==> config.mk <==
export PLATFORM = sky130hd
export DESIGN_NAME = vadd_stream_ctrl
export DESIGN_NICKNAME = d
export VERILOG_FILES = /design/src/rtl/vadd_stream_ctrl.sv
export SDC_FILE = /design/constraint.sdc
export NUM_CORES = 1
export LEC_CHECK = 0
export BUFFER_PORTS_ARGS = -buffer_cell sky130_fd_sc_hd__clkbuf_2
export CAP_MARGIN = 20
export CORE_UTILIZATION = 51
export DETAILED_ROUTE_END_ITERATION = 8
export MAX_ROUTING_LAYER = met4
export PLACE_DENSITY = 0.83
export SLEW_MARGIN = 10
export SYNTH_ARGS = -nofsm -noshare
export SYNTH_HDL_FRONTEND = slang
export SYNTH_SLANG_ARGS = --single-unit
==> constraint.sdc <==
create_clock -name clk -period 6.6 [get_ports clk]
set_input_delay 0.33 -clock clk [delete_from_list [all_inputs] [get_ports clk]]
set_output_delay 0.33 -clock clk [all_outputs]
set_load 0.01 [all_outputs]
==> src/rtl/vadd_stream_ctrl.sv <==
// Operand sequencer and writeback stage around the vector adder.
// Streams len element pairs from two read ports into vadd, captures each sum in
// a small result FIFO and drains it as valid/ready write transactions, then
// pulses done. Reads are credit-limited so the FIFO can never overflow.
module vadd_stream_ctrl #(
    parameter int unsigned DATA_WIDTH = 32,
    parameter int unsigned ADDR_W     = 16,
    parameter int unsigned LEN_W      = 16,
    parameter int unsigned FIFO_DEPTH = 4
) (
    input  logic                  clk,
    input  logic                  rst_n,
    input  logic                  start,
    input  logic [LEN_W-1:0]      len,
    input  logic [ADDR_W-1:0]     a_base,
    input  logic [ADDR_W-1:0]     b_base,
    input  logic [ADDR_W-1:0]     d_base,
    output logic                  busy,
    output logic                  done,
    output logic                  rd_en,
    output logic [ADDR_W-1:0]     rd_addr_a,
    output logic [ADDR_W-1:0]     rd_addr_b,
    input  logic [DATA_WIDTH-1:0] rd_data_a,
    input  logic [DATA_WIDTH-1:0] rd_data_b,
    output logic [DATA_WIDTH-1:0] add_a,
    output logic [DATA_WIDTH-1:0] add_b,
    input  logic [DATA_WIDTH-1:0] add_sum,
    output logic                  wr_valid,
    input  logic                  wr_ready,
    output logic [ADDR_W-1:0]     wr_addr,
    output logic [DATA_WIDTH-1:0] wr_data
);

    localparam int unsigned PtrW = (FIFO_DEPTH > 1) ? $clog2(FIFO_DEPTH) : 1;
    localparam int unsigned CntW = PtrW + 1;

    typedef enum logic [1:0] {StIdle, StRun, StDrain, StDone} state_e;

    state_e              state_q, state_d;
    logic [ADDR_W-1:0]   a_base_q, a_base_d;
    logic [ADDR_W-1:0]   b_base_q, b_base_d;
    logic [ADDR_W-1:0]   d_base_q, d_base_d;
    logic [LEN_W-1:0]    len_q, len_d;
    logic [LEN_W-1:0]    issued_q, issued_d;
    logic [LEN_W-1:0]    written_q, written_d;
    // Set in the cycle after rd_en: the matching sum is on add_sum now.
    logic                inflight_q;

    logic [DATA_WIDTH-1:0] fifo_q [FIFO_DEPTH];
    logic [PtrW-1:0]       wptr_q, rptr_q;
    logic [CntW-1:0]       count_q, count_d;

    logic                push, pop, credit_ok;
    logic [CntW:0]       occupancy;

    // Datapath glue: operands go straight to vadd, outputs decode from state.
    always_comb begin
        add_a     = rd_data_a;
        add_b     = rd_data_b;
        busy      = (state_q == StRun) || (state_q == StDrain);
        done      = (state_q == StDone);
        wr_valid  = (count_q != '0);
        wr_data   = fifo_q[rptr_q];
        wr_addr   = d_base_q + ADDR_W'(written_q);
        rd_addr_a = a_base_q + ADDR_W'(issued_q);
        rd_addr_b = b_base_q + ADDR_W'(issued_q);
        push      = inflight_q;
        pop       = wr_valid && wr_ready;
        count_d   = count_q + CntW'(push) - CntW'(pop);
        // Credit uses start-of-cycle occupancy; a same-cycle pop frees nothing.
        occupancy = (CntW+1)'(count_q) + (CntW+1)'(inflight_q);
        credit_ok = occupancy < (CntW+1)'(FIFO_DEPTH);
        rd_en     = (state_q == StRun) && (issued_q < len_q) && credit_ok;
    end

    // Next-state logic for the sequencer FSM and its counters.
    always_comb begin
        state_d   = state_q;
        a_base_d  = a_base_q;
        b_base_d  = b_base_q;
        d_base_d  = d_base_q;
        len_d     = len_q;
        issued_d  = issued_q + LEN_W'(rd_en);
        written_d = written_q + LEN_W'(pop);
        unique case (state_q)
            StIdle: begin
                if (start) begin
                    a_base_d  = a_base;
                    b_base_d  = b_base;
                    d_base_d  = d_base;
                    len_d     = len;
                    issued_d  = '0;
                    written_d = '0;
                    state_d   = (len == '0) ? StDone : StRun;
                end
            end
            StRun: begin
                if (rd_en && ((issued_q + LEN_W'(1)) == len_q)) begin
                    state_d = StDrain;
                end
            end
            StDrain: begin
                if (!inflight_q && (count_d == '0)) begin
                    state_d = StDone;
                end
            end
            StDone: begin
                state_d = StIdle;
            end
            default: begin
                state_d = StIdle;
            end
        endcase
    end

    // Control and counter registers.
    always_ff @(posedge clk or negedge rst_n) begin
        if (!rst_n) begin
            state_q    <= StIdle;
            a_base_q   <= '0;
            b_base_q   <= '0;
            d_base_q   <= '0;
            len_q      <= '0;
            issued_q   <= '0;
            written_q  <= '0;
            inflight_q <= 1'b0;
        end else begin
            state_q    <= state_d;
            a_base_q   <= a_base_d;
            b_base_q   <= b_base_d;
            d_base_q   <= d_base_d;
            len_q      <= len_d;
            issued_q   <= issued_d;
            written_q  <= written_d;
            inflight_q <= rd_en;
        end
    end

    // Result FIFO; storage is cleared so wr_data reads zero out of reset.
    always_ff @(posedge clk or negedge rst_n) begin
        if (!rst_n) begin
            for (int i = 0; i < FIFO_DEPTH; i++) begin
                fifo_q[i] <= '0;
            end
            wptr_q  <= '0;
            rptr_q  <= '0;
            count_q <= '0;
        end else begin
            if (push) begin
                fifo_q[wptr_q] <= add_sum;
                wptr_q         <= wptr_q + PtrW'(1);
            end
            if (pop) begin
                rptr_q <= rptr_q + PtrW'(1);
            end
            count_q <= count_d;
        end
    end

endmodule

* After elaboration in Yosys (flattened, before gate mapping)
Index checks and enable logic that the tools add are counted.
** Cells by class
- Reductions and logical operators :: 14
- Mux-type cells :: 15
- Div/mod/pow operators :: 0
- Magnitude comparators :: 5
- Add/subtract/negate cells :: 11
- Bitwise operators :: 2
- Eq/ne operators :: 7
- Multiply operators :: 0
- Shift-type cells :: 0
** Operators by type and width (number)
- 128-bit bitwise mux :: 1
- 32-bit two-way mux :: 3
- 32-bit binary-select mux with 2-bit select :: 1
- 32-bit demux with 2-bit select :: 1
- 16-bit two-way mux :: 4
- 16-bit adder :: 3
- 16-bit by 1-bit adder with 16-bit output :: 2
- 16-bit by 1-bit adder with 16-bit output, second input constant :: 1
- 16-bit == test :: 1
- 16-bit logical NOT :: 1
- 16-bit less-than comparator :: 1
- 2-bit two-way mux :: 4
- 2-bit one-hot mux with 4 select lines :: 1
- 3-bit greater-or-equal comparator, second input constant :: 2
- 1-bit logical AND :: 6
- 2-bit inverter with 3-bit output :: 2
- 2-bit by 1-bit adder with 2-bit output, second input constant :: 2
- 3-bit by 1-bit adder with 4-bit output :: 1
- 2-bit == test, second input constant :: 2
- 4-bit by 3-bit less-than comparator with 1-bit output, second input constant :: 1
- 2-bit by 1-bit inequality test with 1-bit output, second input constant :: 2
- 3-bit by 1-bit adder with 3-bit output :: 1
- 3-bit logical NOT :: 1
- 3-bit by 1-bit less-than comparator with 1-bit output, second input constant :: 1
- 9 further kinds :: 9
** Word-level totals
- Latch bits :: 0
- Memory bits (read-only) :: 0
- Register bits :: 234
- Word-level logic and storage cells :: 69
- RAM bits :: 0
- Input port bits :: 164
- Memories kept :: 0

* Longest topological paths before layout
Gate-level depths: netlist of run 1.
- Word-level depth :: 7
- Depth in mapped cells :: 14
- Gate-level depth less buffers :: 14

* Worst setup path after synthesis of run 1
OpenSTA, ideal clock, no wires.
- Path kind :: flip-flop to flip-flop
- Start :: register count_q[1]
- End :: register state_q[0]
- Path slack :: 3339 ps
- Stages on the path, launching flop included :: 15
- Data required time :: 6521 ps
- Path buffers :: 0
- Data arrival time :: 3182 ps
- Cell sequence :: dfrtp_1 -> or3_1 -> and2_1 -> ha_1 -> inv_1 -> ha_1 -> inv_1 -> fa_1 -> inv_1 -> o41ai_1 -> o21ai_0 -> nor3_1 -> and3_1 -> a41o_1 -> mux2i_1
** On the way
- Word-level cells in the longest chain between the ends :: 7
- Elaborated cells between the ends (all ways) :: 13
- Classes of those cells :: 3 x add/sub; 1 x order compare; 2 x eq/ne; 7 x reduce/logical
** Ends and longest elaborated chain
- start: declaration :: RTL line 51 : logic [CntW-1:0] count_q, count_d;
- start signal: assignment :: RTL line 156 : count_q <= count_d;
- 3-bit nonzero test :: RTL line 62 : wr_valid = (count_q != '0);
- net wr_valid :: RTL line 28 : output logic wr_valid,
- 1-bit logical AND :: RTL line 68 : pop = wr_valid && wr_ready;
- net pop :: RTL line 53 : logic push, pop, credit_ok;
- 3-bit by 1-bit subtractor with 3-bit output :: RTL line 69 : count_d = count_q + CntW'(push) - CntW'(pop);
- net count_d[1] :: RTL line 51
- 3-bit logical NOT :: RTL line 103 : if (!inflight_q && (count_d == '0)) begin
- 1-bit logical AND :: RTL line 103
- 2-bit by 1-bit inequality test with 1-bit output (no source line)
- 3-bit AND reduction (no source line)
- end signal: assignment :: RTL line 119 : state_q <= StIdle;
- end signal: assignment :: RTL line 128 : state_q <= state_d;
- end: declaration :: RTL line 39 : state_e state_q, state_d;
The timed path passes the listed nets, and every way through them passes these cells.
A chain may end at the register's enable or synchronous reset.

* Worst setup path in the final report of run 1
- Start :: register written_q[0]
- End :: output port wr_addr[14]
** On the way
- Word-level cells in the longest chain between the ends :: 1
** Ends and longest elaborated chain
- start: declaration :: RTL line 45 : logic [LEN_W-1:0] written_q, written_d;
- start signal: assignment :: RTL line 134 : written_q <= written_d;
- 16-bit adder :: RTL line 64 : wr_addr = d_base_q + ADDR_W'(written_q);
- end: declaration :: RTL line 30 : output logic [ADDR_W-1:0] wr_addr,
Every way passes these cells.

==> flow_summary.ini, run 1 <==
[floorplan]
fp-row-count = 58
initial_core_util_pct = 52.1
dieHeight_microns = 163
io_pins = 312
dieArea_sq_um = 26400
dieWidth_microns = 163
core-area_sq_um = 25300

[synth]
avgSynthCellArea_sq_um = 10.7
syn_inst = 1230
ys_seq_elements = 234
synth_edf_count = 0
syn_nets = 1476
synth_cell_types = 50
yosysSeqAreaShare_pct = 44.5
yosysWarningCount = 0
yosys_most_used_dff = dfrtp_1
async_flop_share_pct = 100
syn-cell-area_sq_um = 13100

[final_layout]
syn2layout_area_growth_pct = 15.9
fin_util_pct = 60.3
layout_common_cells = dfrtp_1, nand2_1, clkbuf_2
fin_nets = 1632
drive_above_1_share_pct = 28.7
final_common_cell = dfrtp_1
final_area_sq_um = 15200

[timing]
min_period_ns = 3.85
worst_pin_slew_ns = 1.04
setup_tns_ns = 0
clock.fmax_mhz = 260
maxSlewViolCount = 0
relSlewSlack_pct = 30.6
skew_ns = 0.0131
rsz0062_at_grt = false
hold_viol = 0
setup_violations = 0
fin_crit_sh_pct = 58.4
setup_ws_ns = 2.75

[route]
drtIter0Drc = 652
vias = 9630
wirelength_microns = 30300
via_per_inst = 5.54
ant_nets = 0
drt_pass1_iterations = 5
drc = 0
routedWlPerCell_microns = 17.4

[worst_setup_path]
max_stage_delay_ns = 0.71
cp_slowest_cell = a2111oi_0
critPathBufInv = 2
path_delay_family = compound AO/OA/AOI/OAI gates
arrival_ns = 3.52
ff2ff_path_depth = 14
r2r-end = state_q[1]
critPathRequiredTime_ns = 6.27
crit_fanout = 3
end_kind = output pin
crit_chain = ha_1 -> inv_1 -> fa_1 -> nor2b_1 -> o21a_1 -> o21ai_0 -> a2111oi_0 -> o31ai_1 -> o21bai_1 -> a21oi_1 -> xnor2_1 -> clkbuf_2
path_class = flip-flop to output pin
critPathLaunchType = flip-flop
reg2reg_slack_ns = 3.07
r2r_start = count_q[1]

[min_path]
hold_path_depth = 3
worstHoldPathType = primary input to flip-flop
hold_end = a_base_q[14]
hold_start = a_base[14]

[grt]
grt_pass1_wl_microns = 49600
grt_pass1_vias = 9988
overflow = 0
grt.total_usage_pct = 24.1
grt_start_max_net_pins = 111
antenna_found_initial = 2

[clock_network]
cts-resized-gates = 0
h-tree-depth = 1
root_buffer = clkbuf_16
clock_path_buffers = 3
ctsHoldBuffers = 41
postCtsSetupRepairBufs = 0
clk_pin_slew_ns = 0.06
cts_tree = done
cts_made_buffers = 26
cts.sinks = 234
clk_latency_ns = 0.54

[run_status]
outcome = completed

[power]
leakagePower_nw = 7.20
power_mw = 7.01
ir_drop_mv = 0.353
p_per_area_nw_per_um2 = 460

[place]
place.gp.congestion = 0.895
placed_area_sq_um = 13900
hpwlAfterDp_microns = 20000
dp_slack_ns = 3.10
port_buffers = 183

[flow_run]
drv_cap = 0
kinds of logic (layout without fill, tap and decap cells):
logic type,after synthesis,count (layout),share of synthesized area (%)
flip-flops,234,234,44.5
XOR/XNOR,77,77,5.13
AO/OA/AOI/OAI,156,156,7.09
multiplexers,162,162,16.6
AND/OR/NAND/NOR,366,366,12.4
buffers and inverters,153,329,6.25
adder cells (fa/ha/maj),82,82,8.03
other,0,2,0
area by class of cell:
cell class	count	area, sq um
inverters	49	184
well taps	330	413
diodes	2	5.00
flip-flops and latches	234	5860
clock buffers	36	738
repair buffers	232	1420
fillers	2022	10000
clock inverters	12	151
multi-input cells	843	6470
per-layer routing:
metal | global-route usage, % | share of wire [%] | vias to the layer above
met1 | 30.0 | 43 | 4722
met2 | 40.5 | 49 | 303
li1 | - | - | 4543
met4 | 6.24 | 2.4 | 0
met5 | - | 0 | -
met3 | 4.38 | 5.7 | 62
worst register-to-register path, delay by kind of cell, from the launching register on:
kind	cells	cell delay, ns
and+or+nand+nor	4	0.98
adders and majority gates	3	0.89
buffers and inverters	3	0.16
AOI/OAI and AO/OA	3	0.80
DFF	1	0.43
muxes	1	0.21
how the worst max path moves through the flow:
stage	from	end	slack, ns	cells past startpoint
after floorplan	count_q[1]	state_q[0]	3.34	14
after global placement	count_q[1]	state_q[0]	3.26	14
after detailed placement	count_q[1]	state_q[1]	3.10	14
after CTS	written_q[0]	wr_addr[14]	2.80	12
after global routing	written_q[0]	wr_addr[14]	2.56	12
final	written_q[0]	wr_addr[14]	2.75	12
power by group:
part,internal (mW),total (mW),switching (mW)
registers,2.08,2.53,0.449
logic,1.50,3.00,1.50
clock network,0.900,1.49,0.592
metrics by stage:
step,hold WS (ns),instances
2_1_floorplan,0.0344,1230
3_3_place_gp,0.393,1646
3_5_place_dp,0.402,1646
4_1_cts,0.000949,1735
5_1_grt,0.00714,1738
6_report,0.0108,1738
state kept, by name (all words and copies together) (netlist names):
signal and cells:
b_base_q 16, fifo_q 128, state_q 2, len_q 16, issued_q 16, inflight_q 1
count_q 3, wptr_q 2, written_q 16, d_base_q 16, rptr_q 2, a_base_q 16
cell usage after synthesis (2+ instances only):
cell       count  area, sq um
inv_1         49          184
nor4_1         5         31.3
buf_4         66          495
a21o_1         7         52.6
a2111oi_0      3         26.3
nor3_1        24          120
mux2i_1        2         20.0
clkbuf_1      23         86.3
nand2_1      189          709
nor2b_1        9         56.3
o21a_1         9         67.6
o41ai_1        3         26.3
o21bai_1       4         30.0
and2_1         9         56.3
nand3_1       25          125
o311ai_0       2         17.5
or4_1          2         15.0
mux4_2        32          721
xnor2_1       52          455
nand4_1        8         50.1
dfrtp_1      234         5860
a211oi_1       6         45.0
or3_1         17          106
mux2_2       128         1440
o31ai_1        3         22.5
o211ai_1       3         22.5
xor2_1        25          219
a31oi_1        4         25.0
ha_1          78          976
fa_1           4         80.1
a21oi_1       41          205
a21boi_0       4         30.0
nor2_1        64          240
nand2b_1       2         12.5
and3_1         6         37.5
buf_1         15         56.3
o21ai_0       60          300
Power figures use the tool's default switching activity.
==> inputs of run 2 (changes only) <==
--- a/config.mk
+++ b/config.mk
@@ -7,10 +7,10 @@
 export LEC_CHECK = 0
 export BUFFER_PORTS_ARGS = -buffer_cell sky130_fd_sc_hd__clkbuf_2
 export CAP_MARGIN = 20
-export CORE_UTILIZATION = 51
+export CORE_UTILIZATION = 49
 export DETAILED_ROUTE_END_ITERATION = 8
 export MAX_ROUTING_LAYER = met4
-export PLACE_DENSITY = 0.83
+export PLACE_DENSITY = 0.84
 export SLEW_MARGIN = 10
 export SYNTH_ARGS = -nofsm -noshare
 export SYNTH_HDL_FRONTEND = slang
==> constraint.sdc (replaced) <==
create_clock -name clk -period 3.2 [get_ports clk]
set_input_delay 0.16 -clock clk [delete_from_list [all_inputs] [get_ports clk]]
set_output_delay 0.16 -clock clk [all_outputs]
set_load 0.01 [all_outputs]
==> run 2 against run 1 <==
Compared with the run above: the run now ends with DRC, setup timing left; global-route usage rose by 1.6 points; setup slack got worse by 2.8 ns; core utilization rose by 2.9 points; hold slack improved by 0.16 ns; sequential cell count did not move; power rose by 120%; highest routed layer unchanged.
==> flow_summary.ini, run 2 (synthesis results as in run 1) <==
[floorplan]
dieHeight_microns = 166
core-area_sq_um = 26200
dieWidth_microns = 166
dieArea_sq_um = 27500
io_pins = 312
initial_core_util_pct = 50.2
fp-row-count = 59

[timing]
setup_violations = 7
maxSlewViolCount = 0
clock.fmax_mhz = 305
setup_ws_ns = -0.0766
fin_crit_sh_pct = 102
min_period_ns = 3.28
skew_ns = 0.0181
worst_pin_slew_ns = 1.06
relSlewSlack_pct = 29.0
hold_viol = 0
rsz0062_at_grt = true

[grt]
overflow = 0
grt.total_usage_pct = 25.7
grt_start_max_net_pins = 126
antenna_found_initial = 3
grt_pass1_wl_microns = 55500
grt_pass1_vias = 11100

[flow_run]
drv_cap = 0

[final_layout]
final_area_sq_um = 16600
top_register = fifo_q
finalNonFillerCells = 1847
largest_reg_flops = 128
layout_common_cells = dfrtp_1, nand2_1, clkbuf_2
syn2layout_area_growth_pct = 26.0
final_common_cell = dfrtp_1
drive_above_1_share_pct = 34.2
fin_nets = 1735

[worst_setup_path]
arrival_ns = 3.12
end_kind = output pin
critPathLaunchType = flip-flop
critPathRequiredTime_ns = 3.04
crit_fanout = 3
path_class = flip-flop to output pin

[place]
place.gp.congestion = 0.890
hpwlAfterDp_microns = 20700
placed_area_sq_um = 14100
port_buffers = 183
dp_slack_ns = -0.115
place_inst = 1673

[route]
wirelength_microns = 35500
drc = 16
ant_nets = 0
via_per_inst = 5.75
routedWlPerCell_microns = 19.2
drtIter0Drc = 736
drt_pass1_iterations = 7
vias = 10600

[power]
p_per_area_nw_per_um2 = 925
power_mw = 15.3
leakagePower_nw = 7.75
ir_drop_mv = 0.641

[min_path]
worstHoldPathType = primary input to flip-flop

[clock_network]
root_buffer = clkbuf_16
clk_pin_slew_ns = 0.06
cts.sinks = 234
cts_made_buffers = 26
cts_tree = done
clock_path_buffers = 3
clk_latency_ns = 0.55
h-tree-depth = 1

[run_status]
violations = DRC, setup timing
outcome = complete, but fails checks
==> run 2: cell types whose count changed in the layout (fill, tap and decap cells not counted), moves of 8 or more <==
| cell | delta |
|---|---|
| dlygate4sd3_1 | +56 |
| buf_2 | +8 |
| buf_4 | +41 |
| ha_4 | +10 |
| clkbuf_2 | -9 |
| o21ai_0 | -11 |
| ha_1 | -12 |
==> run 2: final timing paths <==
path                              start            end  slack [ns]  depth (start not counted)
max reg2reg                  count_q[2]     state_q[1]       -0.06                         14
min in group asynchronous         rst_n     fifo_q[68]        0.29                          2
max                         issued_q[0]  rd_addr_a[14]       -0.08                         13
max in group asynchronous         rst_n  written_q[14]        1.96                          3
min                            wr_ready      rptr_q[0]        0.17                          5
min reg2reg                b_base_q[14]   b_base_q[14]        0.48                          2
==> run 2: what timing repair did <==
| action | 4_1_cts | 5_1_grt |
|---|---|---|
| buffers inserted | 15 | 11 |
| pin swaps | 27 | 34 |
| setup endpoints to repair | 17 | 22 |
| hold endpoints to repair | 314 | 0 |
| hold buffers | 97 | 0 |
| gates resized for setup | 41 | 56 |
==> run 2: area by class of cell <==
cell class	count	area (sq um)
fillers	1885	9640
multi-input cells	843	6830
flip-flops and latches	234	5860
repair buffers	335	2380
clock buffers	32	713
well taps	335	419
inverters	49	184
clock inverters	16	179
diodes	3	7.51
==> run 2: routing by layer <==
metal  routed length [microns]  vias up  track usage [%]
met3                      2610      119             4.93
li1                          -     4748                -
met2                     18100      513             44.8
met1                     13500     5237             29.5
met5                         0        -                -
met4                      1260        0             8.74
==> run 2: power breakdown <==
group	switching (mW)	total (mW)	internal (mW)
clock network	1.27	3.10	1.83
logic	3.56	7.06	3.50
registers	0.873	5.16	4.29
total	5.70	15.3	9.62
==> run 2: critical path, stage by stage (launching register included) <==
cell      delay, ns
dfrtp_2        0.45
buf_6          0.13
ha_4           0.13
inv_2          0.04
fa_2           0.38
nor2b_2        0.14
o21ai_2        0.08
a21boi_2       0.19
o211ai_1       0.15
a21oi_1        0.25
o31ai_2        0.10
a21oi_2        0.16
xor2_1         0.20
buf_2          0.17
==> run 2: stage by stage <==
step | TNS, ns | util [%] | hold WS [ns]
6_report | -0.361 | 63.2 | 0.173
5_1_grt | -1.27 | 63.2 | 0.180
4_1_cts | -0.106 | 62.0 | 0.0543
3_5_place_dp | -0.224 | 53.9 | 0.320
3_3_place_gp | 0 | 53.9 | 0.317
2_1_floorplan | 0 | - | -0.136
